==> config.mk <==
export PLATFORM = sky130hd
export DESIGN_NAME = mem_port_arbiter
export DESIGN_NICKNAME = d
export VERILOG_FILES = /design/src/rtl/mem_port_arbiter_pkg.sv /design/src/rtl/mem_port_arbiter.sv
export SDC_FILE = /design/constraint.sdc
export NUM_CORES = 1
export LEC_CHECK = 0
export CORE_AREA = 2 2 106 108
export CTS_CLUSTER_DIAMETER = 40
export CTS_CLUSTER_SIZE = 16
export DETAILED_ROUTE_END_ITERATION = 8
export DIE_AREA = 0 0 108 110
export PLACE_DENSITY_LB_ADDON = 0.2
export SLEW_MARGIN = 15
export SYNTH_ARGS = -nofsm -noshare
export SYNTH_HDL_FRONTEND = slang
export SYNTH_SLANG_ARGS = --single-unit
==> constraint.sdc <==
create_clock -name clk -period 2.25 [get_ports clk]
set_input_delay 0.45 -clock clk [delete_from_list [all_inputs] [get_ports clk]]
set_output_delay 0.45 -clock clk [all_outputs]
set_load 0.01 [all_outputs]
==> src/rtl/mem_port_arbiter_pkg.sv <==
// Shared types for the main-memory port arbiter.
//   arb_state_t  : arbiter FSM state (idle, I-cache owns port, D-cache owns port)
//   grant_of()   : one-hot {d_granted, i_granted} encoding of a state
package mem_port_arbiter_pkg;

    typedef enum logic [1:0] {
        IDLE  = 2'd0,
        GNT_I = 2'd1,
        GNT_D = 2'd2
    } arb_state_t;

    function automatic logic [1:0] grant_of(arb_state_t st);
        logic [1:0] g;
        g = 2'b00;
        case (st)
            GNT_I:   g = 2'b01;
            GNT_D:   g = 2'b10;
            default: g = 2'b00;
        endcase
        return g;
    endfunction

endpackage

==> src/rtl/mem_port_arbiter.sv <==
// Shares the single main-memory port between the I-cache refill path
// (read-only) and the D-cache refill/writeback path. D-cache has fixed
// priority, but after MAX_D_STREAK consecutive D wins while I is waiting,
// I wins the next arbitration. Bursts are granted atomically: the owner
// keeps the port until its last beat is acked or it drops its request.
//
// Ports:
//   clk, reset                 clock, asynchronous active-high reset
//   i_req/i_addr/i_last        I-cache beat request (held until i_ack)
//   i_ack/i_rdata              I-cache beat completion and read data
//   d_req/d_we/d_addr/d_wdata/d_last   D-cache beat request
//   d_ack/d_rdata              D-cache beat completion and read data
//   mem_req/mem_we/mem_addr/mem_wdata  memory-side request
//   mem_ack/mem_rdata          memory-side completion and read data
//   grant                      registered {d_granted, i_granted}
//
// state | meaning
// ------+--------------------------------------------------------------
// IDLE  | port free; arbitrate between requesters, outputs all zero
// GNT_I | I-cache owns the port until last ack or request withdrawal
// GNT_D | D-cache owns the port until last ack or request withdrawal
module mem_port_arbiter
    import mem_port_arbiter_pkg::*;
#(
    parameter int ADDR_WIDTH   = 32,
    parameter int DATA_WIDTH   = 32,
    parameter int MAX_D_STREAK = 4
) (
    input  logic                  clk,
    input  logic                  reset,
    input  logic                  i_req,
    input  logic [ADDR_WIDTH-1:0] i_addr,
    input  logic                  i_last,
    output logic                  i_ack,
    output logic [DATA_WIDTH-1:0] i_rdata,
    input  logic                  d_req,
    input  logic                  d_we,
    input  logic [ADDR_WIDTH-1:0] d_addr,
    input  logic [DATA_WIDTH-1:0] d_wdata,
    input  logic                  d_last,
    output logic                  d_ack,
    output logic [DATA_WIDTH-1:0] d_rdata,
    output logic                  mem_req,
    output logic                  mem_we,
    output logic [ADDR_WIDTH-1:0] mem_addr,
    output logic [DATA_WIDTH-1:0] mem_wdata,
    input  logic                  mem_ack,
    input  logic [DATA_WIDTH-1:0] mem_rdata,
    output logic [1:0]            grant
);

    localparam int STREAK_W = $clog2(MAX_D_STREAK + 1);
    localparam logic [STREAK_W-1:0] STREAK_MAX = STREAK_W'(MAX_D_STREAK);
    localparam logic [STREAK_W-1:0] STREAK_ONE = STREAK_W'(1);

    arb_state_t          state, state_nxt;
    logic [STREAK_W-1:0] streak, streak_nxt;
    logic                d_wins;

    always_ff @(posedge clk or posedge reset) begin
        if (reset) begin
            state  <= IDLE;
            streak <= '0;
            grant  <= 2'b00;
        end else begin
            state  <= state_nxt;
            streak <= streak_nxt;
            grant  <= grant_of(state_nxt);
        end
    end

    // D keeps priority unless I is waiting and D has used up its streak.
    assign d_wins = d_req && !(i_req && (streak == STREAK_MAX));

    always_comb begin
        state_nxt  = state;
        streak_nxt = streak;
        i_ack      = 1'b0;
        i_rdata    = '0;
        d_ack      = 1'b0;
        d_rdata    = '0;
        mem_req    = 1'b0;
        mem_we     = 1'b0;
        mem_addr   = '0;
        mem_wdata  = '0;

        case (state)
            IDLE: begin
                // The streak only moves when a new burst is granted.
                if (d_wins) begin
                    state_nxt = GNT_D;
                    if (i_req)
                        streak_nxt = (streak == STREAK_MAX) ? streak : streak + STREAK_ONE;
                    else
                        streak_nxt = '0;
                end else if (i_req) begin
                    state_nxt  = GNT_I;
                    streak_nxt = '0;
                end
            end

            GNT_I: begin
                mem_req  = i_req;
                mem_addr = i_addr;
                i_ack    = mem_ack;
                i_rdata  = mem_rdata;
                // Returning to IDLE after the last beat gives the one-cycle
                // gap before the next arbitration.
                if (mem_ack) begin
                    if (i_last)
                        state_nxt = IDLE;
                end else if (!i_req) begin
                    state_nxt = IDLE;
                end
            end

            GNT_D: begin
                mem_req   = d_req;
                mem_we    = d_we;
                mem_addr  = d_addr;
                mem_wdata = d_wdata;
                d_ack     = mem_ack;
                d_rdata   = mem_rdata;
                if (mem_ack) begin
                    if (d_last)
                        state_nxt = IDLE;
                end else if (!d_req) begin
                    state_nxt = IDLE;
                end
            end

            default: state_nxt = IDLE;
        endcase
    end

endmodule

# After elaboration in Yosys (flattened, before gate mapping)
# Cells that the tools add are included.
dict set report word_totals {
  reg_bits 7
  inputBits 136
  output_inout_bits 134
}
dict set report classes {
  add_sub_neg 1
  n_eq_ne 6
  mux 22
  n_reduce_logical 6
}
# cell n
set op_table {}
lappend op_table {{2-to-1 mux 32 bit} 3}
lappend op_table {{one-hot mux 32 bit (2 select lines)} 1}
lappend op_table {{2-to-1 mux 2 bit} 8}
lappend op_table {{2-to-1 mux 3 bit} 4}
lappend op_table {{one-hot mux 2 bit (3 select lines)} 1}
lappend op_table {{equality test 2 x 1 -> 1 bit (second input constant)} 2}
lappend op_table {{equality test 2 bit (second input constant)} 2}
lappend op_table {{one-hot mux 2 bit (2 select lines)} 1}
lappend op_table {{adder 3 x 1 -> 3 bit (second input constant)} 1}
lappend op_table {{equality test 3 bit (second input constant)} 1}
lappend op_table {{2-to-1 mux 1 bit} 3}
lappend op_table {{!= test 3 bit (second input constant)} 1}
lappend op_table {{AND reduction 3 bit} 1}
lappend op_table {{logical AND 1 bit} 2}
lappend op_table {{zero test 2 bit} 1}
lappend op_table {{one-hot mux 1 bit (2 select lines)} 1}
lappend op_table {{nonzero test 2 bit} 1}
lappend op_table {{zero test 1 bit} 1}

# Depth between registers and ports, before layout
dict set report depth {
  ltp_word 8
  mapped_depth 6
  mapped_depth_nobuf 6
}

# Worst setup path after synthesis
# No wires, ideal clock.
dict set report synth_path {
  path_kind {register to output}
  startpoint {register state[0]}
  endpoint {output d_rdata[21]}
  arrival_ns 1.491
  required_ns 1.800
  slack_ns 0.309
  path_stages_with_launch 7
  n_path_buf 3
  cell_sequence {dfrtp_1 > inv_1 > ha_1 > buf_2 > clkbuf_1 > clkbuf_1 > and2_1}
}
dict set report synth_via {
  elab_chain_cells 2
}
# element line
set synth_rtl {}
lappend synth_rtl {{start, declared} mem_port_arbiter.sv:56} ;# arb_state_t state, state_nxt;
lappend synth_rtl {{start signal, assigned} mem_port_arbiter.sv:66} ;# state <= state_nxt;
lappend synth_rtl {{equality test 2 bit} mem_port_arbiter.sv:87} ;# case (state)
lappend synth_rtl {{2-to-1 mux 32 bit} mem_port_arbiter.sv:87}
lappend synth_rtl {{end, declared} mem_port_arbiter.sv:42} ;# output logic [DATA_WIDTH-1:0] d_rdata,
# Every way passes these cells.

# Final worst setup path
dict set report layout_path {
  startpoint {register state[0]}
  endpoint {output mem_addr[26]}
}
dict set report layout_via {
  elab_chain_cells 2
}
# element line
set layout_rtl {}
lappend layout_rtl {{equality test 2 bit or equality test 2 x 1 -> 1 bit (tied branches)} mem_port_arbiter.sv:87}
lappend layout_rtl {{one-hot mux 32 bit (2 select lines) *} mem_port_arbiter.sv:87}
lappend layout_rtl {{end, declared} mem_port_arbiter.sv:45} ;# output logic [ADDR_WIDTH-1:0] mem_addr,
# Mark *: on every way between the ends. The rest lies on a longest branch, timed or not.

==> results.cfg <==
[placement]
numPortBuffers = 269
place_hpwl_um = 8190
gp_congestion = 0.845

[global_route]
grt_max_degree = 38
grt_pass1_vias = 2460
grt_pass1_wl_um = 14200
grt_overflow = 0
gr-usage-all-layers = 0.153
antenna_found_initial = 0

[sta]
max_slew_margin = 0.772
min_period_over_period = 0.965
drv_slew = 0
tightest_slew_ns = 0.338
timing.fmax_mhz = 461
hold_viol_final = 0
rsz0062_at_grt = no
setup-violations-final = 0
setup_tns_ns = 0
fin_crit_ns = 2.17
whs_ns = 0.457
final.setup_skew_ns = 0.00218

[clock_network]
max-clock-path-buffers = 2
cts_tree = built
clk_latency_ns = 0.23
cts.sinks = 7
clk_pin_slew_ns = 0.04
clock-root-buffer = clkbuf_8
cts_buffers = 3
htreeDepth = 1

[drt]
wirelength_um = 10400
first_pass_iters = 4
vias = 2643
vias_per_cell = 4.08
route.detailed.drc = 0
drt-initial-drc-count = 105
wire_per_inst_um = 16.0
ant_nets = 0

[critical_path]
end_kind = output pin
critical_path_class = reg -> out
max_stage_delay_ns = 0.38
path_cells = buf_4 > ha_4 > buf_4 > buf_12 > a22oi_2 > nor2b_1 > dlygate4sd2_1
cp_common_cell = buf_4
critPathRequiredTime_ns = 1.80
arrival_ns = 1.72
crit_fanout = 25
crit_slowest_cell = dfrtp_1
start_kind = register

[layout]
drive_gt1_frac = 0.0709
layout.nets = 651
num-fill-cells = 1120
multi_input_area_sq_um = 1380
syn_to_final_growth_pct = 186
diodes = 0
seqCellArea_sq_um = 175

[min_path]
hp-class = in -> async

[logic_synthesis]
ys_ff_latch = 7
mappedNetlistArea_sq_um = 1620
syn-num-nets = 377
synthCells = 235
synth_cell_type_count = 27
ys_seq_area_frac = 0.108
yosysWarnings = 0
syn_avg_cell_area_sq_um = 6.89

[power_and_ir_drop]
combPwrFrac = 0.906
internal_power_mw = 2.34
seqPwrFrac = 0.051
power_leakage_nw = 2.40
p_sw_mw = 1.84
clkPwrFrac = 0.043
sw_frac_of_total = 0.441
cellPowerDensity_nw_per_um2 = 903
irDropWorstVdd_mv = 0.574
total_power_mw = 4.19

[flow_run]
drv_cap = 0

[floorplan]
core_area_sq_um = 10700
die_x_um = 108
die-height_um = 110
row_count = 38
die_area_sq_um = 11900
num_io_pins = 270
start_util = 0.151

[run_status]
status = complete, no violations
## what timing repair did
action | in CTS | in global routing
resized for setup | 132 | 15
hold buffers | 0 | 0
setup buffers | 5 | 2
setup endpoints to repair | 132 | 13
cloned | 2 | 0
## placed cells by master, fill, tap and decap left out, drive strengths merged
cell type / Yosys / final
a21boi: 1 / 1
a21o: 1 / 1
a21oi: 2 / 2
a22oi: 33 / 33
a32o: 1 / 1
and2: 99 / 99
buf: 3 / 22
clkbuf: 19 / 6
clkdlybuf4s15: 0 / 1
clkdlybuf4s50: 0 / 137
dfrtp: 7 / 7
dlygate4sd2: 0 / 121
dlymetal6s2s: 0 / 8
ha: 6 / 6
inv: 6 / 6
nand2: 7 / 7
nand2b: 1 / 1
nand3: 1 / 1
nand4: 1 / 1
nor2: 1 / 1
nor2b: 33 / 33
nor3: 1 / 1
nor4bb: 1 / 1
o2111a: 2 / 2
o211ai: 2 / 2
o21ai: 3 / 3
o21bai: 1 / 1
o22ai: 1 / 1
o2bb2ai: 1 / 1
or4: 1 / 1
## synth_stat cells
cell / n / area, sq um
nor4bb_1: 1 / 10.0
a21oi_2: 1 / 8.76
a32o_1: 1 / 10.0
o2111a_1: 2 / 22.5
a21boi_1: 1 / 7.51
o2bb2ai_1: 1 / 8.76
dfrtp_1: 7 / 175
buf_2: 3 / 15.0
a21o_1: 1 / 7.51
o21ai_0: 3 / 15.0
ha_1: 6 / 75.1
and2_1: 99 / 619
nor2_1: 1 / 3.75
a22oi_1: 33 / 248
a21oi_1: 1 / 5.00
inv_1: 6 / 22.5
nand3_1: 1 / 5.00
clkbuf_1: 19 / 71.3
nor3_1: 1 / 5.00
nand2_1: 7 / 26.3
nor2b_1: 33 / 206
nand2b_1: 1 / 6.26
o211ai_1: 2 / 15.0
o21bai_1: 1 / 7.51
o22ai_1: 1 / 6.26
nand4_1: 1 / 6.26
or4_4: 1 / 11.3
## metal layers
layer,share of wire,vias up,GRT usage,wire (um)
met3,0.087,6,0.0394,909
met1,0.35,1189,0.165,3660
met4,0.0080,0,0.0201,83
li1,-,1329,-,-
met5,0,-,0,0
met2,0.55,119,0.305,5740
## critical path: cells and delay by family (launching register included)
kind                       cells  cell delay, ns
AOI/OAI and AO/OA              1            0.15
adders and majority gates      1            0.17
buffers and inverters          4            0.71
DFF                            1            0.38
and+or+nand+nor                1            0.07
## flip-flops by register name, indices dropped and copies added (netlist names)
| name | flops |
|---|---|
| grant | 2 |
| streak | 3 |
| state | 2 |
## cell families (layout without fill, tap and decap cells)
| family | Yosys count | in the layout | synth area share |
|---|---|---|---|
| AND/OR/NAND/NOR | 146 | 146 | 0.555 |
| AO/OA/AOI/OAI | 48 | 48 | 0.223 |
| buffers and inverters | 28 | 301 | 0.0672 |
| flip-flops | 7 | 7 | 0.108 |
| adder cells (fa/ha/maj) | 6 | 6 | 0.0463 |
## through the flow
stage / setup slack, ns / instance area [sq um] / utilization / cells
finish: 0.0792 / 4640 / 0.433 / 648
detailed placement: 0.00919 / 4570 / 0.427 / 635
global placement: 0.0445 / 4570 / 0.427 / 635
global route: 0.00376 / 4640 / 0.433 / 648
CTS: 0.00958 / 4600 / 0.430 / 646
floorplan: 0.309 / 1620 / - / 235
## final timing paths
check / depth (start not counted) / slack (ns) / from / end
worst max-delay path: 7 / 0.08 / state[0] / mem_addr[26]
worst min-delay path: 2 / 0.46 / reset / state[1]
worst max register to register: 6 / 0.58 / state[0] / grant[1]
worst min register to register: 1 / 0.52 / streak[0] / streak[0]
max in group asynchronous: 2 / 1.57 / reset / streak[0]
min in group clk: 1 / 0.52 / streak[0] / streak[0]
## power by group through the flow
stage | logic, mW | clock network [mW] | registers, mW
after floorplan | 1.71 | 0 | 0.219
after global placement | 3.93 | 0 | 0.209
after detailed placement | 3.93 | 0 | 0.211
after CTS | 3.80 | 0.185 | 0.214
after global routing | 4.10 | 0.199 | 0.221
final | 3.79 | 0.181 | 0.214
## area by class of cell
cell class	instances	share of cell area
clock buffer	4	0.00971
inverter	6	0.00486
multi-input combinational	200	0.298
sequential	7	0.0378
tap	140	0.0378
timing repair buffer	291	0.611
No activity file was read; power rests on OpenSTA's default activity.
